[src/rtl/shift_deserializer_if.sv]
// Serial input stream and parallel output handshake for the shift deserializer.
interface shift_deserializer_if #(
    parameter int unsigned WIDTH = 4
);
    logic             sin_i;
    logic             sin_valid_i;
    logic             dir_i;
    logic             clear_i;
    logic             out_ready_i;
    logic [WIDTH-1:0] out_o;
    logic             out_valid_o;
    logic             busy_o;
    logic             overrun_o;

    // Receiver side
    modport slave (
        input  sin_i, sin_valid_i, dir_i, clear_i, out_ready_i,
        output out_o, out_valid_o, busy_o, overrun_o
    );

    // Producer/consumer side
    modport master (
        output sin_i, sin_valid_i, dir_i, clear_i, out_ready_i,
        input  out_o, out_valid_o, busy_o, overrun_o
    );
endinterface

[src/rtl/shift_deserializer.sv]
// Serial-to-parallel receiver: collects WIDTH bits in either order and
// presents the assembled word on a valid/ready handshake.
module shift_deserializer #(
    parameter int unsigned WIDTH = 4
) (
    input logic               clk,
    input logic               rst_n,
    shift_deserializer_if.slave bus
);
    localparam int unsigned CNT_W = $clog2(WIDTH) + 1;

    typedef enum logic [1:0] {
        IDLE    = 2'd0,
        COLLECT = 2'd1,
        HOLD    = 2'd2
    } state_e;

    state_e             state_q, state_d;
    logic [CNT_W-1:0]   cnt_q, cnt_d;
    logic [WIDTH-1:0]   sr_q, sr_d;
    logic [WIDTH-1:0]   out_q, out_d;
    logic               dir_q, dir_d;
    logic               out_valid_q, out_valid_d;
    logic               busy_q, busy_d;
    logic               overrun_q, overrun_d;

    logic [WIDTH-1:0]   shift_msb_c;
    logic [WIDTH-1:0]   shift_lsb_c;
    logic               last_bit_c;

    // Candidate shift results for both bit orders and end-of-word detect
    always_comb begin
        shift_msb_c = {sr_q[WIDTH-2:0], bus.sin_i};
        shift_lsb_c = {bus.sin_i, sr_q[WIDTH-1:1]};
        last_bit_c  = (cnt_q == CNT_W'(WIDTH - 1));
    end

    // State register
    always_ff @(posedge clk or negedge rst_n) begin
        if (!rst_n) begin
            state_q <= IDLE;
        end else begin
            state_q <= state_d;
        end
    end

    // Next-state logic; clear overrides every transition
    always_comb begin
        state_d = state_q;
        if (bus.clear_i) begin
            state_d = IDLE;
        end else begin
            unique case (state_q)
                IDLE: begin
                    if (bus.sin_valid_i) state_d = COLLECT;
                end
                COLLECT: begin
                    if (bus.sin_valid_i && last_bit_c) state_d = HOLD;
                end
                HOLD: begin
                    if (bus.out_ready_i) state_d = bus.sin_valid_i ? COLLECT : IDLE;
                end
                default: state_d = IDLE;
            endcase
        end
    end

    // Datapath next values; a new word latches DIR from the input, mid-word uses dir_q
    always_comb begin
        cnt_d       = cnt_q;
        sr_d        = sr_q;
        out_d       = out_q;
        dir_d       = dir_q;
        out_valid_d = out_valid_q;
        overrun_d   = overrun_q;
        if (bus.clear_i) begin
            cnt_d       = '0;
            sr_d        = '0;
            out_valid_d = 1'b0;
            overrun_d   = 1'b0;
        end else begin
            unique case (state_q)
                IDLE: begin
                    if (bus.sin_valid_i) begin
                        dir_d = bus.dir_i;
                        sr_d  = bus.dir_i ? shift_lsb_c : shift_msb_c;
                        cnt_d = CNT_W'(1);
                    end
                end
                COLLECT: begin
                    if (bus.sin_valid_i) begin
                        sr_d = dir_q ? shift_lsb_c : shift_msb_c;
                        if (last_bit_c) begin
                            out_d       = sr_d;
                            out_valid_d = 1'b1;
                            cnt_d       = '0;
                        end else begin
                            cnt_d = cnt_q + CNT_W'(1);
                        end
                    end
                end
                HOLD: begin
                    if (bus.out_ready_i) begin
                        out_valid_d = 1'b0;
                        if (bus.sin_valid_i) begin
                            dir_d = bus.dir_i;
                            sr_d  = bus.dir_i ? shift_lsb_c : shift_msb_c;
                            cnt_d = CNT_W'(1);
                        end
                    end else if (bus.sin_valid_i) begin
                        overrun_d = 1'b1;
                    end
                end
                default: ;
            endcase
        end
        busy_d = (state_d == COLLECT);
    end

    // Datapath and output registers
    always_ff @(posedge clk or negedge rst_n) begin
        if (!rst_n) begin
            cnt_q       <= '0;
            sr_q        <= '0;
            out_q       <= '0;
            dir_q       <= 1'b0;
            out_valid_q <= 1'b0;
            busy_q      <= 1'b0;
            overrun_q   <= 1'b0;
        end else begin
            cnt_q       <= cnt_d;
            sr_q        <= sr_d;
            out_q       <= out_d;
            dir_q       <= dir_d;
            out_valid_q <= out_valid_d;
            busy_q      <= busy_d;
            overrun_q   <= overrun_d;
        end
    end

    assign bus.out_o       = out_q;
    assign bus.out_valid_o = out_valid_q;
    assign bus.busy_o      = busy_q;
    assign bus.overrun_o   = overrun_q;

endmodule

[src/flat_wrapper.sv]
// flat-port wrapper written by rule: the top's interface ports become plain ports
module shift_deserializer_flat 
#(
    parameter int unsigned WIDTH = 4
)
  (clk, rst_n, bus_sin_i, bus_sin_valid_i, bus_dir_i, bus_clear_i, bus_out_ready_i, bus_out_o, bus_out_valid_o, bus_busy_o, bus_overrun_o);
  shift_deserializer_if #(.WIDTH(WIDTH)) bus_i ();
  input logic clk;
  input logic rst_n;
  input wire logic [$bits(bus_i.sin_i)-1:0] bus_sin_i;
  input wire logic [$bits(bus_i.sin_valid_i)-1:0] bus_sin_valid_i;
  input wire logic [$bits(bus_i.dir_i)-1:0] bus_dir_i;
  input wire logic [$bits(bus_i.clear_i)-1:0] bus_clear_i;
  input wire logic [$bits(bus_i.out_ready_i)-1:0] bus_out_ready_i;
  output wire logic [$bits(bus_i.out_o)-1:0] bus_out_o;
  output wire logic [$bits(bus_i.out_valid_o)-1:0] bus_out_valid_o;
  output wire logic [$bits(bus_i.busy_o)-1:0] bus_busy_o;
  output wire logic [$bits(bus_i.overrun_o)-1:0] bus_overrun_o;
  assign bus_i.sin_i = bus_sin_i;
  assign bus_i.sin_valid_i = bus_sin_valid_i;
  assign bus_i.dir_i = bus_dir_i;
  assign bus_i.clear_i = bus_clear_i;
  assign bus_i.out_ready_i = bus_out_ready_i;
  assign bus_out_o = bus_i.out_o;
  assign bus_out_valid_o = bus_i.out_valid_o;
  assign bus_busy_o = bus_i.busy_o;
  assign bus_overrun_o = bus_i.overrun_o;
  shift_deserializer #(.WIDTH(WIDTH)) u_core (.clk(clk), .rst_n(rst_n), .bus(bus_i));
endmodule
[config.mk]
export PLATFORM = sky130hd
export DESIGN_NAME = shift_deserializer_flat
export DESIGN_NICKNAME = d
export VERILOG_FILES = /design/src/rtl/shift_deserializer_if.sv /design/src/rtl/shift_deserializer.sv /design/src/flat_wrapper.sv
export SDC_FILE = /design/constraint.sdc
export NUM_CORES = 1
export LEC_CHECK = 0
export ABC_CLOCK_PERIOD_IN_PS = 1200
export CORE_MARGIN = 1.5
export CORE_UTILIZATION = 48
export CTS_BUF_LIST = sky130_fd_sc_hd__clkbuf_8
export DETAILED_ROUTE_END_ITERATION = 7
export PLACE_DENSITY = 0.76
export SYNTH_ARGS = -nofsm -noshare
export SYNTH_HDL_FRONTEND = slang
export SYNTH_SLANG_ARGS = --single-unit
[constraint.sdc]
create_clock -name clk -period 1.2 [get_ports clk]
set_input_delay 0.24 -clock clk [delete_from_list [all_inputs] [get_ports clk]]
set_output_delay 0.24 -clock clk [all_outputs]
set_load 0.05 [all_outputs]
==> run metrics, run 1 <==
CTS tree done; clock sink count 17; Site Rows 14; Yosys cell types 26; Initial Util a little over half; H-tree Lvls 1; CP Capture Type flop; crit path launch type flop; Sequential Power Share 46.0%; WHS about 0.31 ns; Syn Inst Count 73; Area growth syn-to-layout 62.6%; DP Area between 1000 and 1500 um2; CTS Buf Count 3; Power Internal approximately 0.00099 W; CORE AREA between 1500 and 2000 um2; Comb pwr share 22.0%; first-pass GRT wire length between 3000 and 4000 um; Syn Area/Cell around 11 um2; Synth warnings 0; Worst EP required 1.34 ns; Worst Setup Path Type reg2reg; initial antenna violation count 0; max_slew headroom about four fifths; critical-path maximum fanout 3; latest clock arrival within the worst-skew pair ~0.25 ns; vias in the first global route 693; worst setup path start u_core.state_q[1]; syn nets between 80 and 90; switch share between 20% and 30%; Ports 14; area of the multi-input gates between 400 and 500 um2; vias per std cell between 5 and 6; Slew Viols, Final 0; Detailed Place HPWL between 1000 and 1500 um; Worst VDD drop 829 uV; DRC Markers 0; height of the die between 40 and 50 um; NetSw 0.000375 W; drt pass-1 iters 6; ratio of final minimum period to clock period 113%; CTS Buffer Depth 2; clock skew around 0.0051 ns; Fillers slightly below 80; Arr. time, crit path ~1.5 ns; Fin. Hold Viols 0; routability cong. between 0.8 and 0.9; Die Width approximately 44 um; vias roughly 700; fmax approximately 740 MHz; Reg2Reg Launch Point u_core.state_q[1]; #FFs+latches synth 17; fin crit period ~1.4 ns; largest net degree at the start of global routing 18; Final WS setup -0.157 ns; failing checks setup timing; power share of the clock group 32.0%; DIE AREA around 2000 um2; global route overflow 0; # nets final approximately 120; worst hold path type in2async; Worst Max-Slew Pin Slew roughly 0.27 ns; IO buf count 13; ANT nets after route 0; GRT Total Usage between 20% and 30%; FF/Latch Area approximately 430 um2; Setup violations, final 16; share of layout cells above drive strength 1 45.9%; clock root buffer clkbuf_8; # diodes 0; RSZ-0062 raised after global routing yes; pwr/cell area roughly 1000 nW/um2; status finished, violations left; drt wl/cell about 17 um; CTS clk-pin slew, worst paths roughly 0.070 ns; Place WS -0.378 ns; Seq/Total Area, Yosys between 50% and 60%; final instance area roughly 1300 um2; Iteration-0 DRC Markers 20; maxcap violations 0; Detailed Route WL 2120 um; Leakage 0.619 nW; Post-Syn Area approximately 820 um2
worst max-delay path: stages (launching register included):
cell and delay [ns]:
dfrtp_1 0.41, buf_6 0.13, and2b_1 0.18, nor3b_2 0.20, mux2_4 0.32
cell type report:
type                    count  area share [%]
inverters                   3           0.843
clock inverters             1           0.375
flip-flops and latches     17            31.9
multi-input cells          51            34.5
well taps                  16            1.50
repair buffers             34            27.8
clock buffers               3            3.09
path summary, 6_finish.rpt:
kind,endpoint,cells past startpoint,slack [ns]
worst max-delay path,u_core.dir_q,4,-0.16
worst min-delay path,u_core.bus.out_o[2],2,0.31
worst min register to register,u_core.bus.out_o[3],2,0.54
max in group asynchronous,u_core.state_q[0],2,0.68
min in group clk,u_core.bus.out_valid_o,4,0.40
worst max register to register,u_core.dir_q,4,-0.16
metrics by stage:
step	util, %	std cells	power (W)	setup TNS [ns]
after floorplan	-	73	0.000768	-0.185
after global placement	75.1	115	0.000885	-3.61
after detailed placement	75.1	115	0.000898	-3.73
after CTS	82.2	123	0.00135	-0.820
after global routing	85.7	125	0.00141	-2.63
final	85.7	125	0.00136	-1.41
power groups by stage:
stage | combinational [W] | sequential, W | clock, W
floorplan | 0.000123 | 0.000645 | 0
global placement | 0.000251 | 0.000634 | 0
detailed placement | 0.000259 | 0.000638 | 0
CTS | 0.000283 | 0.000627 | 0.000440
global route | 0.000319 | 0.000629 | 0.000457
finish | 0.000300 | 0.000628 | 0.000436
Yosys cell counts:
library cell	count	area share, %
nor2b_1	3	2.3
nand2b_4	1	1.7
o2bb2ai_1	4	4.3
ha_1	1	1.5
a31oi_1	1	0.76
o21a_1	1	0.91
buf_2	1	0.61
a21oi_1	3	1.8
a21oi_2	1	1.1
and2b_1	1	0.91
nor2_1	1	0.46
mux2i_4	1	2.7
o21ai_0	4	2.4
nor3_1	3	1.8
o211a_1	1	1.2
nand2_1	7	3.2
clkbuf_1	1	0.46
inv_1	3	1.4
nor3b_1	1	0.91
nand3_1	3	1.8
mux2i_1	8	9.7
o21ai_1	1	0.61
mux2_2	2	2.7
dfrtp_1	17	52
nor4b_1	1	1.1
a211oi_1	2	1.8
routing by layer:
metal	up-vias	routed length [um]	track usage, %
met1	352	1000	30.6
li1	335	-	-
met4	0	19	12.7
met3	2	27	4.08
met2	6	1070	37.6
met5	-	0	0
state kept, by name (all words and copies together), names as in the netlist:
signal	count
u_core.bus.busy_o	1
u_core.bus.out_o	4
u_core.bus.out_valid_o	1
u_core.bus.overrun_o	1
u_core.cnt_q	3
u_core.dir_q	1
u_core.sr_q	4
u_core.state_q	2
layout by cell type (no fill, tap or decap), types with 3 or more instances in the layout:
| cell type | synthesis | layout |
|---|---|---|
| mux2i_1 | 8 | 8 |
| buf_6 | 0 | 3 |
| clkbuf_8 | 0 | 3 |
| nand2_1 | 7 | 7 |
| clkdlybuf4s50_1 | 0 | 5 |
| dfrtp_1 | 17 | 16 |
| inv_1 | 3 | 3 |
| buf_4 | 0 | 18 |
| o2bb2ai_1 | 4 | 4 |
| o21ai_0 | 4 | 4 |
| buf_12 | 0 | 7 |
logic make-up after synthesis:
group / share of synthesized area [%]
buffers and inverters: 2.43
multiplexers: 15.2
AND/OR/NAND/NOR: 14.2
adder cells (fa/ha/maj): 1.52
flip-flops: 51.8
AO/OA/AOI/OAI: 14.9
what timing repair did:
item                       CTS  global route
setup endpoints to repair   15            17
buffers inserted             4             2
hold buffers                 0             0
resized for setup            8             8
hold endpoints to repair     0             0
pin swaps                    8             5
cloned                       0             0
Note: power is estimated with default switching activity, not from simulation.
==> run 2: changes to the inputs <==
Settings changed: ABC_CLOCK_PERIOD_IN_PS 1200 to 1100, SLEW_MARGIN set to 20.
Clock period 1.2 ns to 1.1 ns, I/O delays scaled along.
==> run metrics, run 2 (synthesized netlist as in run 1, its figures left out) <==
Fin. Hold Viols 0 (unchanged); pwr/cell area 1100 nW/um2 (+7.8%); clock root buffer clkbuf_8; Detailed Route WL 2020 um (-4.5%); ratio of final minimum period to clock period 125% (+12 points); Initial Util 52.7% (unchanged); height of the die 44.4 um (unchanged); flop2flop setup slack -0.27 ns (-0.11 ns); most frequent cells in the layout buf_4, dfrtp_1, mux2i_1; Fillers 72 (-6.5%); Worst Setup Path Type reg2reg; # nets final 115 (-2.5%); Final WS setup -0.271 ns (-0.114 ns); commonest non-fill, non-tap cell in the layout buf_4; CTS Buffer Depth 2 (unchanged); largest net degree at the start of global routing 18 (unchanged); vias in the first global route 675 (-2.6%); CTS Buf Count 3 (unchanged); Setup violations, final 17 (+1); crit-path cells buf_4 -> and2b_1 -> nor3b_4 -> mux2_4; Site Rows 14 (unchanged); ANT nets after route 0 (unchanged); latest clock arrival within the worst-skew pair 0.25 ns (about the same); drt wl/cell 16.6 um (-2.1%); GRT Total Usage 21.2% (-2.4 points); # diodes 0 (unchanged); Place WS -0.511 ns (-0.132 ns); global route overflow 0 (unchanged); Iteration-0 DRC Markers 23 (+15%); Leakage 0.602 nW (-2.8%); hold_buf cts 0 (unchanged); Total Power 0.00148 W (+8.7%); fmax 729 MHz (-0.99%); failing checks setup timing; Die Width 44.4 um (unchanged); status finished, violations left; first-pass GRT wire length 2880 um (-10%); CP Buf/Inv Count 1 (unchanged); clock skew 0.00373 ns (-0.00136 ns); Worst EP required 1.24 ns (-0.10 ns); max_slew headroom 83.5% (+1.7 points); crit path launch type flop; slowest library cell on the worst path dfrtp_1; DRC Markers 0 (unchanged); Worst Max-Slew Pin Slew 0.243 ns (-0.0256 ns); Arr. time, crit path 1.51 ns (about the same); IO buf count 13 (unchanged); Ports 14 (unchanged); vias 690 (-0.72%); share of layout cells above drive strength 1 48.1% (+2.2 points); fin crit period 1.37 ns (+0.0136 ns); CP Capture Type flop; RSZ-0062 raised after global routing yes; critical-path maximum fanout 3 (unchanged); initial antenna violation count 0 (unchanged); CTS tree done; DP Area 1150 um2 (-1.9%); DIE AREA 1970 um2 (unchanged); CP top delay family flip-flops; routability cong. 0.868 (+6.0%); Area growth syn-to-layout 63.9%; Final Core Density 86.4% (+0.72 points); CORE AREA 1560 um2 (unchanged); H-tree Lvls 1 (unchanged); final instance area 1350 um2 (+0.84%); CP peak stage delay 0.42 ns (about the same); drt pass-1 iters 6 (unchanged); Slew Viols, Final 0 (unchanged); maxcap violations 0 (unchanged); Worst VDD drop 946 uV (+14%); vias per std cell 5.66 (+1.7%); CTS clk-pin slew, worst paths 0.06 ns (about the same); Detailed Place HPWL 1240 um (-8.2%); worst hold path type in2async; clock sink count 17 (unchanged)
## run 2: what timing repair did
action	CTS	global route
resized for setup	9	17
setup buffers	3	3
pin swaps	3	8
setup endpoints to repair	16	17
## run 2: per-stage QoR
| stage | hold slack, ns | std cells | TNS (ns) |
|---|---|---|---|
| 6_report | 0.289 | 122 | -2.64 |
| 5_1_grt | 0.318 | 122 | -3.52 |
| 4_1_cts | 0.290 | 119 | -2.02 |
| 3_5_place_dp | 0.504 | 112 | -4.95 |
| 3_3_place_gp | 0.492 | 112 | -4.70 |
| 2_1_floorplan | -0.0756 | 73 | -0.953 |
## run 2: path summary, 6_finish.rpt
kind / from / to / depth (start not counted)
setup / recovery: u_core.state_q[1] / u_core.dir_q / 4
hold / removal: rst_n / u_core.sr_q[0] / 2
setup reg to reg: u_core.state_q[1] / u_core.dir_q / 4
hold reg to reg: u_core.cnt_q[1] / u_core.cnt_q[1] / 1
max in group asynchronous: rst_n / u_core.state_q[0] / 2
min in group clk: bus_out_ready_i / u_core.bus.out_valid_o / 4
## run 2: area by class of cell
cell class                 count  area, um2  area share (%)
clock inverter                 1       5.00           0.371
timing repair buffer          31        337            25.0
inverter                       3       11.3           0.836
clock buffer                   3       41.3            3.06
multi-input combinational     51        507            37.6
tap                           16       20.0            1.49
sequential                    17        427            31.7
## run 2: routing by layer
layer	GRT usage (%)	part of all wire, %	up-vias
met5	0	0	-
met4	10.9	2.2	0
met3	6.12	3.5	8
met2	36.8	51	17
met1	23.5	43	335
li1	-	-	330
## run 2: worst reg2reg max path, stage by stage (launching register included)
cell and delay (ns):
dfrtp_1 0.42, buf_4 0.15, and2b_1 0.18, nor3b_4 0.19
mux2_4 0.32
## run 2: power breakdown
group | switching (W) | internal, W
clock network | 0.000201 | 0.000252
registers | 0.0000302 | 0.000654
logic | 0.000164 | 0.000181
==> run 3: changes to the inputs <==
Settings changed: ABC_CLOCK_PERIOD_IN_PS 1100 to 1600, CORE_UTILIZATION 48 to 55, GPL_ROUTABILITY_DRIVEN set to 0, PLACE_DENSITY 0.76 to 0.82.
Clock period 1.1 ns to 1.6 ns, I/O delays scaled along.
==> run metrics, run 3 (synthesized netlist as in run 1, its figures left out) <==
ratio of final minimum period to clock period slightly above 90%; Leakage 0.496 nW (-18%); Reg2Reg Launch Point u_core.cnt_q[0]; Worst Setup Path Type in2reg; # nets final 103 (-10%); share of layout cells above drive strength 1 23.4% (-25 points); Initial Util 60.9% (+8.2 points); Fin. Hold Viols 0 (unchanged); Worst VDD drop 660 uV (-30%); DIE AREA 1740 um2 (-12%); Sequential Power Share 51.6% (+5.4 points); vias 601 (-13%); Site Rows 13 (-1); Worst Max-Slew Pin Slew 0.365 ns (+0.122 ns); placed insts 105 (-6.3%); pwr/cell area 886 nW/um2 (-19%); status finished clean; clock root buffer clkbuf_8; CP peak stage delay 0.49 ns (+0.07 ns); initial antenna violation count 0 (unchanged); switch share 24.9% (-1.7 points); CTS Buf Count 3 (unchanged); Power Internal 0.000691 W (-36%); Comb pwr share 16.2% (-7.1 points); largest net degree at the start of global routing 18 (unchanged); CTS Buffer Depth 2 (unchanged); Setup violations, final 0 (-17); fmax approximately 670 MHz; Finished Layout Cells 109 (-11%); Detailed Route WL 1650 um (-18%); maxcap violations 0 (unchanged); Worst EP required 1.72 ns (+0.48 ns); WHS 0.425 ns (+0.136 ns); worst setup path start bus_out_ready_i; hold_buf cts 0 (unchanged); critical-path maximum fanout 3 (unchanged); Arr. time, crit path 1.61 ns (+0.10 ns); power share of the clock group 32.2% (+1.7 points); reg2reg end u_core.bus.busy_o; drt wl/cell 15.1 um (-8.7%); flop2flop setup slack 0.18 ns (+0.45 ns); drt pass-1 iters 4 (-2); height of the die 41.7 um (-6.1%); vias in the first global route 592 (-12%); setup_tns 0 ns (+2.64 ns); CP Capture Type flop; DRC Markers 0 (unchanged); H-tree Lvls 1 (unchanged); clock sink count 17 (unchanged); GRT Total Usage 21.0% (-0.21 points); CORE AREA 1350 um2 (-13%); Die Width 41.7 um (-6.1%); worst hold path type in2async; clock skew 0.00302 ns (-0.000715 ns); slowest library cell on the worst path clkdlybuf4s50_1; Total Power 0.000921 W (-38%); crit path launch type input pin; NetSw 0.000230 W (-42%); reg2reg path depth 5 (+1); # diodes 0 (unchanged); first-pass GRT wire length 2660 um (-7.7%); RSZ-0062 raised after global routing no; Final Core Density 77.0% (-9.4 points); CTS tree done; most frequent cells in the layout dfrtp_1, buf_4, mux2i_1; Detailed Place HPWL 1270 um (+2.4%); crit-path cells clkdlybuf4s50_1 -> and2b_1 -> nor3b_1 -> mux2_2; Area growth syn-to-layout 26.5%; Iteration-0 DRC Markers 5 (-78%); Fillers 100 (+39%); Slew Viols, Final 0 (unchanged); ANT nets after route 0 (unchanged); max_slew headroom 75.6% (-7.9 points); fin crit period roughly 1.5 ns; commonest non-fill, non-tap cell in the layout dfrtp_1; global route overflow 0 (unchanged); latest clock arrival within the worst-skew pair 0.24 ns (about the same); IO buf count 13 (unchanged); vias per std cell 5.51 (-2.5%); CTS clk-pin slew, worst paths 0.06 ns (about the same); Ports 14 (unchanged)
## run 3: cell types whose count changed in the layout (fill, tap and decap cells not counted), sizes merged
cell	before	now
buf	25	13
inv	3	4
clkdlybuf4s50	4	6
clkinv	1	0
dlygate4sd2	2	0
## run 3: repair_timing
item                                    CTS  global route
endpoints found under the setup margin    0             2
resized for setup                         0             1
hold endpoints to repair                  0             0
setup buffers                             0             0
## run 3: layer usage
layer	vias up	wire length (um)	track usage (%)	share of wire (%)
li1	309	-	-	-
met1	279	747	25.1	45
met2	11	846	35.3	51
met3	2	43	5.22	2.6
met4	0	12	9.68	0.73
met5	-	0	0	0
## run 3: through the flow
stage	cell area (um2)	setup WS [ns]
2_1_floorplan	822	0.301
3_3_place_gp	990	-0.0593
3_5_place_dp	990	-0.157
4_1_cts	1030	0.112
5_1_grt	1040	0.0490
6_report	1040	0.116
## run 3: area by class of cell
type,count,area [um2],share of cell area [%]
well taps,15,18.8,1.81
repair buffers,19,158,15.2
inverters,3,11.3,1.08
flip-flops and latches,17,425,40.9
clock buffers,3,41.3,3.97
clock inverters,1,3.75,0.361
multi-input cells,51,382,36.7
## run 3: power by group through the flow
stage | clock [W] | sequential, W | combinational [W]
4_1_cts | 0.000307 | 0.000475 | 0.000148
6_report | 0.000297 | 0.000476 | 0.000149
3_3_place_gp | 0 | 0.000481 | 0.000143
3_5_place_dp | 0 | 0.000482 | 0.000146
5_1_grt | 0.000329 | 0.000478 | 0.000162
2_1_floorplan | 0 | 0.000483 | 0.0000892
## run 3: critical path: cells and delay by family
kind / cells / cell delay [ns]
buf+inv: 1 / 0.49
mux: 1 / 0.37
simple gates: 2 / 0.42
## run 3: worst max path at each step
stage                              to
floorplan                u_core.dir_q
global placement         u_core.dir_q
detailed placement       u_core.dir_q
CTS                      u_core.dir_q
global route        u_core.state_q[0]
finish                   u_core.dir_q
==> RTL change, RTL diff (config.mk and constraints of run 1) <==
Take the reset off `sr_q` and load it in a clocked block of its own.
--- a/src/rtl/shift_deserializer.sv
+++ b/src/rtl/shift_deserializer.sv
@@ -121,7 +121,6 @@
     always_ff @(posedge clk or negedge rst_n) begin
         if (!rst_n) begin
             cnt_q       <= '0;
-            sr_q        <= '0;
             out_q       <= '0;
             dir_q       <= 1'b0;
             out_valid_q <= 1'b0;
@@ -129,13 +128,16 @@
             overrun_q   <= 1'b0;
         end else begin
             cnt_q       <= cnt_d;
-            sr_q        <= sr_d;
             out_q       <= out_d;
             dir_q       <= dir_d;
             out_valid_q <= out_valid_d;
             busy_q      <= busy_d;
             overrun_q   <= overrun_d;
         end
+    end
+
+    always_ff @(posedge clk) begin
+        sr_q <= sr_d;
     end
 
     assign bus.out_o       = out_q;
Behaviour: same outputs for any inputs over 10 cycles, from zero or initial values and one cycle with rst_n low; that may be too few to reach the edited logic, so the function may still have changed.
==> RTL change against run 1 <==
The run still ends with negative setup slack left. Power decreased by 5.8%. Wire length decreased by 9.4%. Sequential share of layout area shrank 0.13 points. Utilization down 2.8 points. Global-route usage down 1.6 points. Final area down 4.3%. Non-clock buffer count is 5 lower. Setup slack better by 0.014 ns. Synthesized area down 1.5%. Clock power fell by 4.6%. Combinational power fell by 15%. Sequential cell count unchanged. Largest cell class unchanged. Largest power group unchanged. Highest routed layer unchanged.
==> RTL change: results (changes against run 1) <==
The kind of end point of the critical path is a flip-flop (unchanged). The placed wire-length estimate came out at 1.32 mm (was 1.35 mm). The total via count after detailed routing came out at 692 (was 695). The final weighted congestion in routability-driven placement came to 0.810 (was 0.819).

The fraction of layout cells with a size suffix above 1 was 44.2% (was 45.9%). The number of global-route vias before repair was 710 (was 693). The slowest cell on the critical path is sky130_fd_sc_hd__dfrtp_2 (was sky130_fd_sc_hd__dfrtp_1).

The setup slack after layout came out at -0.144 ns (was -0.157 ns). The most common flop cell mapped by yosys is sky130_fd_sc_hd__dfrtp_1 (unchanged). Violated checks: negative setup slack (unchanged). The clock transition at the registers of the reported paths is 0.07 ns (about the same).

Top cells by area, synth: sky130_fd_sc_hd__dfrtp_1, sky130_fd_sc_hd__mux2i_1, sky130_fd_sc_hd__dfxtp_1, sky130_fd_sc_hd__o2bb2ai_1, sky130_fd_sc_hd__mux2i_4 (was sky130_fd_sc_hd__dfrtp_1, sky130_fd_sc_hd__mux2i_1, sky130_fd_sc_hd__o2bb2ai_1, sky130_fd_sc_hd__nand2_1, sky130_fd_sc_hd__mux2_2). The met1 capacity usage during global routing is 25.6% (was 30.6%). The global routing usage on met2 is 38.5% (was 37.6%). The fraction of registers with async set/reset came out at 76.5% (was 100%). The maximum single-stage delay on the critical path is 0.43 ns (was 0.41 ns).

The number of distinct library cells after synthesis came out at 29 (was 26). The transition time at the pin with the least slew margin came out at 0.284 ns (was 0.268 ns). The peak supply drop is 994 µV (was 829 µV). The power spent charging and discharging nets came out at 0.326 mW (was 0.375 mW). The number of inserted filler cells in the final layout is 76 (was 77).

The total clock buffers created by CTS came out at 3 (unchanged). The global-route track usage on met3 came to 5.31% (was 4.08%). The final layout net count is 113 (was 118).

The number of nets in the synthesized netlist is 82 (was 81). Status: finished, violations left (unchanged). The first-pass iteration count of the detailed router came out at 4 (was 6). The leakage power came out at 0.557 nW (was 0.619 nW). The sequential fraction of the synthesis area came to 50.1% (was 51.8%). The data arrival time of the critical path came out at 1.48 ns (was 1.50 ns). The global routing usage summed across all routing layers is 22.0% (was 23.6%). The starting DRC count in detailed routing is 4 (was 20).

The total of endpoints with negative setup slack in the final report came out at 13 (was 16). Synth cell count leaders: sky130_fd_sc_hd__dfrtp_1, sky130_fd_sc_hd__mux2i_1, sky130_fd_sc_hd__nand2_1 (unchanged). The setup skew after layout is 0.00200 ns (was 0.00509 ns). The pin count of the biggest net entering global routing is 14 (was 18). The peak fanout along the critical path was 4 (was 3). The wire length reported by the detailed router is 1.92 mm (was 2.12 mm). The global-route wire length before repair came out at 3.12 mm (was 3.20 mm). The placement-stage cell area came out at 1110 µm² (was 1170 µm²).
[RTL change: worst max-delay path, delay by kind of cell (launching register included)]
family / cells / cell delay, ns
AO/OA/AOI/OAI: 1 / 0.08
multiplexers: 2 / 0.57
flip-flops: 1 / 0.43
AND/OR/NAND/NOR: 1 / 0.16
[RTL change: logic make-up after synthesis]
logic type	after synthesis	synth area share, %
and+or+nand+nor	20	13.4
adders and majority gates	1	1.55
buffers and inverters	5	2.63
muxes	11	15.3
DFF	17	50.1
AOI/OAI and AO/OA	20	17.0
[RTL change: power by group through the flow]
stage / logic, mW / registers (mW) / clock network (mW)
finish: 0.255 / 0.614 / 0.416
global route: 0.273 / 0.615 / 0.447
CTS: 0.239 / 0.612 / 0.427
detailed placement: 0.220 / 0.624 / 0
global placement: 0.215 / 0.621 / 0
floorplan: 0.116 / 0.629 / 0
[RTL change: stage by stage]
| step | setup TNS, ns | hold slack [ns] | setup WS, ns | cells | util, % |
|---|---|---|---|---|---|
| 4_1_cts | -0.727 | 0.302 | -0.155 | 118 | 79.2 |
| 2_1_floorplan | -0.515 | -0.0556 | -0.119 | 74 | - |
| 5_1_grt | -1.97 | 0.319 | -0.225 | 120 | 83.0 |
| 6_report | -0.960 | 0.297 | -0.144 | 120 | 83.0 |
| 3_3_place_gp | -3.96 | 0.479 | -0.337 | 111 | 71.9 |
| 3_5_place_dp | -4.36 | 0.487 | -0.365 | 111 | 71.9 |
[RTL change: timing repair]
action,CTS,global route
pin swaps,10,6
endpoints found under the setup margin,15,15
setup buffers,3,3
resized for setup,15,11
[RTL change: layout make-up]
type	instances	area [µm²]	share of cell area, %
multi-input cells	52	474	37.1
well taps	16	20.0	1.57
repair buffers	29	324	25.3
inverters	2	7.51	0.587
clock inverters	1	5.00	0.391
flip-flops and latches	17	407	31.8
clock buffers	3	41.3	3.23
[RTL change: per-layer routing]
metal  wire [µm]  vias to the layer above
li1            -                      331
met5           0                        -
met3          84                        8
met4          65                        0
met1         789                      335
met2         980                       18
[RTL change: path summary, 6_finish.rpt]
| path | from | to | slack, ns | cells past startpoint |
|---|---|---|---|---|
| worst max register to register | u_core.state_q[1]$_DFF_PN0_ | u_core.sr_q[1]$_SDFFE_PP0P_ | -0.14 | 4 |
| worst min-delay path | rst_n | u_core.bus.out_valid_o$_DFFE_PN0P_ | 0.30 | 2 |
| max in group asynchronous | rst_n | u_core.state_q[1]$_DFF_PN0_ | 0.73 | 2 |
| min in group clk | bus_out_ready_i | u_core.bus.out_valid_o$_DFFE_PN0P_ | 0.45 | 2 |
| worst max-delay path | u_core.state_q[1]$_DFF_PN0_ | u_core.sr_q[1]$_SDFFE_PP0P_ | -0.14 | 4 |
| worst min register to register | u_core.sr_q[3]$_SDFFE_PP0P_ | u_core.sr_q[3]$_SDFFE_PP0P_ | 0.49 | 1 |
